$ cat src/rtl/prog_loader_pkg.sv
// rtl/prog_loader_pkg.sv - shared types and constants for the program loader
package prog_loader_pkg;

  localparam int DEPTH = 16;
  localparam int AW    = 4;
  localparam int DW    = 8;

  localparam logic [DW-1:0] NOP_WORD = 8'h00;

  typedef enum logic [2:0] {
    IDLE,
    LOAD,
    CHECK,
    RUN,
    ERROR
  } loader_state_t;

endpackage

$ cat src/rtl/prog_mem.sv
// rtl/prog_mem.sv - DEPTH x DW flop program store with clear-all and async read port
module prog_mem #(
  parameter int DEPTH = prog_loader_pkg::DEPTH,
  parameter int AW    = prog_loader_pkg::AW,
  parameter int DW    = prog_loader_pkg::DW
) (
  input  logic          clk,
  input  logic          rst_n,
  input  logic          clr,
  input  logic          we,
  input  logic [AW-1:0] waddr,
  input  logic [DW-1:0] wdata,
  input  logic [AW-1:0] raddr,
  output logic [DW-1:0] rdata
);
  import prog_loader_pkg::*;

  logic [DW-1:0] mem_q [DEPTH];
  logic [DW-1:0] mem_d [DEPTH];

  // Clear wins over a same-cycle write.
  always_comb begin
    for (int i = 0; i < DEPTH; i++) begin
      mem_d[i] = clr ? NOP_WORD : mem_q[i];
    end
    if (we && !clr) begin
      mem_d[waddr] = wdata;
    end
  end

  always_ff @(posedge clk or negedge rst_n) begin
    if (!rst_n) begin
      for (int i = 0; i < DEPTH; i++) begin
        mem_q[i] <= NOP_WORD;
      end
    end else begin
      for (int i = 0; i < DEPTH; i++) begin
        mem_q[i] <= mem_d[i];
      end
    end
  end

  assign rdata = mem_q[raddr];

endmodule

$ cat src/rtl/prog_loader.sv
// rtl/prog_loader.sv - streams a program into prog_mem, verifies its XOR checksum, gates cpu_run
module prog_loader #(
  parameter int DEPTH = prog_loader_pkg::DEPTH,
  parameter int AW    = prog_loader_pkg::AW,
  parameter int DW    = prog_loader_pkg::DW
) (
  input  logic          clk,
  input  logic          rst_n,
  input  logic          load_start,
  input  logic          in_valid,
  input  logic [DW-1:0] in_data,
  input  logic          in_last,
  output logic          in_ready,
  input  logic [AW-1:0] cpu_addr,
  output logic [DW-1:0] cpu_prog,
  output logic          cpu_run,
  output logic          busy,
  output logic          load_done,
  output logic          load_err,
  output logic [AW:0]   words_loaded
);
  import prog_loader_pkg::*;

  localparam logic [AW:0] LAST_ADDR = (AW+1)'(DEPTH - 1);

  loader_state_t state_q, state_d;
  // The write pointer doubles as the loaded-word count; both start at 0 and step together.
  logic [AW:0]   wr_ptr_q, wr_ptr_d;
  logic [DW-1:0] xsum_q, xsum_d;
  logic          load_err_q, load_err_d;
  logic          load_done_q, load_done_d;
  logic          beat;
  logic          mem_clr;
  logic          mem_we;

  assign in_ready     = (state_q == LOAD) || (state_q == CHECK);
  assign busy         = in_ready;
  assign cpu_run      = (state_q == RUN);
  assign load_done    = load_done_q;
  assign load_err     = load_err_q;
  assign words_loaded = wr_ptr_q;
  assign beat         = in_valid && in_ready;

  always_comb begin
    state_d     = state_q;
    wr_ptr_d    = wr_ptr_q;
    xsum_d      = xsum_q;
    load_err_d  = load_err_q;
    load_done_d = 1'b0;
    mem_clr     = 1'b0;
    mem_we      = 1'b0;
    case (state_q)
      IDLE, RUN, ERROR: begin
        if (load_start) begin
          state_d    = LOAD;
          mem_clr    = 1'b1;
          wr_ptr_d   = '0;
          xsum_d     = '0;
          load_err_d = 1'b0;
        end
      end
      LOAD: begin
        if (beat) begin
          mem_we   = 1'b1;
          xsum_d   = xsum_q ^ in_data;
          wr_ptr_d = wr_ptr_q + 1'b1;
          if (in_last || (wr_ptr_q == LAST_ADDR)) begin
            state_d = CHECK;
          end
        end
      end
      CHECK: begin
        if (beat) begin
          if (in_data == xsum_q) begin
            state_d     = RUN;
            load_done_d = 1'b1;
          end else begin
            state_d    = ERROR;
            load_err_d = 1'b1;
          end
        end
      end
      default: state_d = IDLE;
    endcase
  end

  always_ff @(posedge clk or negedge rst_n) begin
    if (!rst_n) begin
      state_q     <= IDLE;
      wr_ptr_q    <= '0;
      xsum_q      <= '0;
      load_err_q  <= 1'b0;
      load_done_q <= 1'b0;
    end else begin
      state_q     <= state_d;
      wr_ptr_q    <= wr_ptr_d;
      xsum_q      <= xsum_d;
      load_err_q  <= load_err_d;
      load_done_q <= load_done_d;
    end
  end

  prog_mem #(
    .DEPTH (DEPTH),
    .AW    (AW),
    .DW    (DW)
  ) u_mem (
    .clk   (clk),
    .rst_n (rst_n),
    .clr   (mem_clr),
    .we    (mem_we),
    .waddr (wr_ptr_q[AW-1:0]),
    .wdata (in_data),
    .raddr (cpu_addr),
    .rdata (cpu_prog)
  );

endmodule

$ cat config.mk
export PLATFORM = sky130hd
export DESIGN_NAME = prog_loader
export DESIGN_NICKNAME = d
export VERILOG_FILES = /design/src/rtl/prog_loader_pkg.sv /design/src/rtl/prog_mem.sv /design/src/rtl/prog_loader.sv
export SDC_FILE = /design/constraint.sdc
export NUM_CORES = 1
export LEC_CHECK = 0
export ABC_AREA = 1
export CORE_MARGIN = 2
export CORE_UTILIZATION = 57
export CTS_CLUSTER_SIZE = 12
export DETAILED_ROUTE_END_ITERATION = 8
export DONT_BUFFER_PORTS = 1
export PLACE_DENSITY = 0.82
export RECOVER_POWER = 25
export SETUP_SLACK_MARGIN = 0.02
export SYNTH_ARGS = -nofsm -noshare
export SYNTH_HDL_FRONTEND = slang
export SYNTH_SLANG_ARGS = --single-unit
$ cat constraint.sdc
create_clock -name clk -period 2.5 [get_ports clk]
set_input_delay 0.75 -clock clk [delete_from_list [all_inputs] [get_ports clk]]
set_output_delay 0.75 -clock clk [all_outputs]
set_load 0.005 [all_outputs]
==> results of run 1 <==
## cells in the mapped netlist (all sizes together)
cell | number | share of area [%]
buf | 30 | 3.1
inv | 40 | 2.1
o211ai | 32 | 3.4
dfrtp | 146 | 52
ha | 5 | 0.89
a21oi | 5 | 0.36
nor3 | 2 | 0.30
o21ai | 210 | 15
nor3b | 1 | 0.11
o22ai | 8 | 0.71
nor2 | 110 | 6.3
clkbuf | 35 | 1.9
nand3 | 139 | 9.9
nand2 | 71 | 4.0
## through the flow
| step | util (%) | hold WS (ns) | setup TNS, ns |
|---|---|---|---|
| final | 64.2 | 0.0131 | 0 |
| after global routing | 64.2 | 0.000791 | -0.0234 |
| after CTS | 63.2 | 0.00369 | 0 |
| after detailed placement | 58.5 | 0.458 | 0 |
| after global placement | 58.5 | 0.459 | 0 |
| after floorplan | - | 0.454 | 0 |
## cells by family (layout without fill, tap and decap cells)
kind of cell | after synthesis | count (layout) | share of synthesized area [%]
and+or+nand+nor | 323 | 323 | 20.6
buffers and inverters | 105 | 91 | 7.07
AOI/OAI and AO/OA | 255 | 255 | 19.4
adders and majority gates | 5 | 5 | 0.890
DFF | 146 | 146 | 52.0
## placed cells by master (no fill, tap or decap), drive strengths merged
master       instances
o21ai              210
dfrtp              146
nand3              139
nor2               110
nand2               71
inv                 40
o211ai              32
clkbuf              27
buf                 15
o22ai                8
a21oi                5
ha                   5
clkinv               5
clkinvlp             2
nor3                 2
nor3b                1
bufinv               1
dlygate4sd3          1
## where the power goes
group / internal (W) / switching, W
Sequential: 0.00263 / 0.000188
Combinational: 0.000379 / 0.000910
Clock: 0.00147 / 0.000964
Total: 0.00448 / 0.00206
## timing repair
item / 4_1_cts / 5_1_grt
hold endpoints to repair: 0 / 11
hold buffers: 0 / 1
setup endpoints to repair: 0 / 8
resized for setup: 0 / 11
## layer usage
layer  wire length, um  part of all wire, %  vias to the layer above  global-route usage (%)
met4               708                  3.7                        0                    14.8
met2              8900                   47                      344                    43.2
met5                 0                    0                        -                       0
met1              7900                   41                     2974                    40.0
li1                  -                    -                     2812                       -
met3              1570                  8.2                       64                    8.12
## cell type report
class,instances,area (um2)
Clock buffer,24,492
Timing Repair Buffer,19,255
Fill cell,957,4300
Sequential cell,146,3650
Inverter,40,158
Multi-Input combinational cell,583,2890
Clock inverter,8,77.6
Tap cell,147,184
## state kept, by name, summed over array words and instances, names as in the netlist
register,flops
state_q,3
xsum_q,8
words_loaded,5
u_mem.mem_q,128
load_err,1
load_done,1
## worst register-to-register path: stages, from the launching register on
cell,delay [ns]
dfrtp_1,0.46
ha_1,0.26
inv_1,0.15
nor2_1,0.10
ha_1,0.19
o21ai_0,0.16
inv_1,0.05
o21ai_0,0.30
inv_1,0.14
nand3_1,0.12
o21ai_0,0.10
## worst min path at each step
stage	cells after the start	end	slack, ns	start
2_1_floorplan	0	load_done	0.45	rst_n
3_3_place_gp	0	u_mem.mem_q[38]	0.46	rst_n
3_5_place_dp	0	u_mem.mem_q[38]	0.46	rst_n
4_1_cts	0	u_mem.mem_q[38]	0.004	rst_n
5_1_grt	0	u_mem.mem_q[23]	0.0008	rst_n
6_report	0	u_mem.mem_q[38]	0.01	rst_n
==> results.cfg, run 1 <==
[status]
status = finished, final reports clean

[drt]
drt_iter0_markers = 995
wl_um = 19100
vias = 6194
drc = 0
wl_per_cell_um = 19.7
vias_per_cell = 6.41
first_pass_iters = 6
ant_nets = 0

[flow_run]
drv_cap = 0

[placed_design]
dpl_worst_slack_ns = 0.0656
place_inst = 931
gp_congestion = 0.859
placed_cell_area_mm2 = 0.00703
dpl.hpwl_um = 11100
port_buffers = 0

[clock_network]
clockBufferDepth = 2
cts_setup_buffers = 0
cts_max_level = 4
cts_buffers = 17
cts_tree = built
clk_pin_slew_ns = 0.06
clk_latency_ns = 0.43
cts_sinks = 146
root_buffer = clkbuf_16

[setup_path]
rr_startpoint = words_loaded[0]
r2r_slack_ns = 0.35
cp-start-kind = input pin
crit_path_max_fanout = 65
reg2reg_depth = 10
cp_slowest_stage_delay_ns = 0.25
cpMaxStageDelayCell = o211ai_1
startpoint = cpu_addr[0]
critPathKind = input pin to output pin
endpoint = cpu_prog[7]
arrival_ns = 1.70
r2r_end = state_q[2]
cp-end-kind = output pin
crit_cells = 8
crit_family = compound AO/OA/AOI/OAI gates
cp_num_buf_inv = 2
required_ns = 1.75
crit_chain = inv_8 > buf_8 > nor2_1 > nor2_1 > o21ai_0 > o21ai_0 > o211ai_1 > nand2_1

[layout]
design_area_mm2 = 0.00771
drive_gt1_share_pct = 7.32
synthToLayoutAreaGrowth_pct = 9.66
nNetsFinal = 829
diodes = 0
final_cells = 967

[timing]
tightest_slew_ns = 0.711
fin_worst_skew_ns = 0.00799
finalWorstSetupSlack_ns = 0.0450
setup_viol_count_final = 0
relSlewSlack_pct = 52.5
finalCriticalPeriod_ns = 2.45
fmax_mhz = 407
slew_viol_final = 0
min_period_over_period_pct = 98.2
hold_violations = 0

[power_and_ir_drop]
power_density_mw_per_mm2 = 848
power_leakage_nw = 3.50
finalPower_w = 0.00654
ir_worst_vdd_mv = 1.03

[grt]
overflow = 0
grt_usage_pct = 29.3
grt_first_pass_wirelength_um = 29800
grt_pass1_vias = 5748
grt_max_degree = 147
antenna_found_initial = 0

[floorplanning]
ios = 35
core_area_mm2 = 0.0120
die_y_um = 115
fp.dieW_um = 115
initial_core_util_pct = 58.5
die_area_mm2 = 0.0132
num_rows = 40

[synthesis]
postSynthCellCount = 834
ys_ff_latch = 146
yosysWarnings = 0
synth_cell_types = 23
netlist_area_mm2 = 0.00703
yosysSeqAreaShare_pct = 52.0
synth_fp_nets = 856
avgSynthCellArea_um2 = 8.43

[min_path]
hold_path_class = input pin to asynchronous set/reset pin
Note: power is estimated with default switching activity, not from simulation.
==> inputs of run 2 (changes only) <==
- CORE_UTILIZATION: 57 -> 46
- GPL_ROUTABILITY_DRIVEN: unset -> 0
- PLACE_DENSITY: 0.82 -> unset
==> results.cfg, run 2 (synthesis results as in run 1) <==
[floorplanning]
initial_core_util_pct = 46.6
die_area_mm2 = 0.0163
core_area_mm2 = 0.0151
fp.dieW_um = 128
num_rows = 45
die_y_um = 128
ios = 35

[timing]
rsz0062_at_grt = false
finalWorstSetupSlack_ns = 0.0809
hold_violations = 0
relSlewSlack_pct = 53.6
slew_viol_final = 0
setup_viol_count_final = 0
finalCriticalPeriod_ns = 2.42
setup_tns_ns = 0
hold_ws_ns = 0.0212
tightest_slew_ns = 0.695
fin_worst_skew_ns = 0.0112
fmax_mhz = 413
min_period_over_period_pct = 96.8

[grt]
grt_max_degree = 133
grt_pass1_vias = 5798
antenna_found_initial = 0
grt_usage_pct = 24.7
grt_first_pass_wirelength_um = 31000
overflow = 0

[status]
status = finished, final reports clean

[setup_path]
crit_top_cell = o21ai_1
crit_family = compound AO/OA/AOI/OAI gates
cp-start-kind = input pin
cpMaxStageDelayCell = o211ai_1
required_ns = 1.75
crit_path_max_fanout = 65
cp_num_buf_inv = 2
critPathKind = input pin to output pin
arrival_ns = 1.67
cp-end-kind = output pin
crit_chain = inv_4 > buf_12 > nor2_2 > nor2_1 > o21ai_1 > o21ai_1 > o211ai_1 > nand2_1
cp_slowest_stage_delay_ns = 0.26

[layout]
largest_register_ffs = 128
regMostFlops = u_mem.mem_q
multi_input_area_mm2 = 0.00289
fillers = 1400
seq_area_mm2 = 0.00365
final_util_pct = 51.9
drive_gt1_share_pct = 7.65
nNetsFinal = 833
mostFrequentLayoutCell = o21ai_0
layout_common_cells = o21ai_0, dfrtp_1, nand3_1
synthToLayoutAreaGrowth_pct = 11.4
design_area_mm2 = 0.00784
diodes = 0

[clock_network]
cts_sinks = 146
root_buffer = clkbuf_16
clk_pin_slew_ns = 0.06
cts_max_level = 4
clk_latency_ns = 0.43
cts_buffers = 17
cts_tree = built
clockBufferDepth = 2

[power_and_ir_drop]
ir_worst_vdd_mv = 0.562
power_density_mw_per_mm2 = 886
power_leakage_nw = 3.52

[drt]
drt-met1-wl_um = 8640
ant_nets = 0
wl_per_cell_um = 18.9
wl_met2_um = 8990
vias_per_cell = 5.91
drt_iter0_markers = 734
vias = 5980
first_pass_iters = 6
dr.max_layer_used = met4
wl_um = 19100
drc = 0
wl_met3_um = 1230

[placed_design]
placed_cell_area_mm2 = 0.00710
dpl.hpwl_um = 11300
port_buffers = 0
dpl_worst_slack_ns = 0.0325

[flow_run]
drv_cap = 0

[min_path]
hold_path_class = input pin to asynchronous set/reset pin
==> run 2: cell count changes in the layout (fill, tap and decap cells not counted), sizes merged <==
cell | before | now
bufinv | 1 | 5
clkinvlp | 2 | 5
clkinv | 5 | 4
buf | 15 | 17
dlygate4sd3 | 1 | 5
clkbuf | 27 | 19
==> run 2: timing repair <==
action	CTS	global route
hold buffers	3	2
endpoints found under the hold margin	11	1
buffers inserted	0	1
gates resized for setup	1	3
pin swaps	2	3
setup endpoints to repair	1	6
gates cloned	0	1
==> run 2: worst register-to-register path, stage by stage (launching register included) <==
cell     delay (ns)
dfrtp_1        0.47
ha_1           0.26
inv_1          0.14
nor2_1         0.11
ha_1           0.19
o21ai_0        0.15
inv_1          0.05
o21ai_0        0.30
inv_1          0.13
nand3_1        0.11
o21ai_0        0.09
==> run 2: metal layers <==
layer  vias up  global-route usage, %
li1       2829                      -
met1      2896                   34.4
met2       227                   38.3
met3        28                   6.32
met4         0                   7.37
met5         -                      0
==> run 2: power by group <==
group          switching, W  internal [W]
combinational      0.000920      0.000395
sequential         0.000183       0.00263
clock               0.00102       0.00179
==> run 2: worst paths after layout <==
kind	to	startpoint	slack, ns	cells after the start
min in group clk	load_done	in_valid	0.48	1
setup / recovery	cpu_prog[1]	cpu_addr[0]	0.08	8
setup reg to reg	state_q[2]	words_loaded[0]	0.39	10
hold / removal	u_mem.mem_q[47]	rst_n	0.02	0
max in group asynchronous	u_mem.mem_q[46]	rst_n	1.34	1
hold reg to reg	load_err	load_err	0.50	2
==> run 2: cell type report <==
class / instances / share of cell area, %
repair buffers: 23 / 3.23
inverters: 40 / 1.95
clock inverters: 14 / 2.70
clock buffers: 18 / 5.61
multi-input cells: 583 / 36.9
flip-flops and latches: 146 / 46.6
well taps: 188 / 3.00
==> run 2: per-stage QoR <==
step | instances | total power [W]
6_report | 1012 | 0.00694
2_1_floorplan | 834 | 0.00384
5_1_grt | 1012 | 0.00731
3_3_place_gp | 973 | 0.00407
3_5_place_dp | 973 | 0.00414
4_1_cts | 1008 | 0.00697
==> inputs of run 3 (changes only) <==
- CAP_MARGIN: unset -> 40
==> results of run 3 <==
No change in the layout: final DEF, timing and power equal those of run 2.
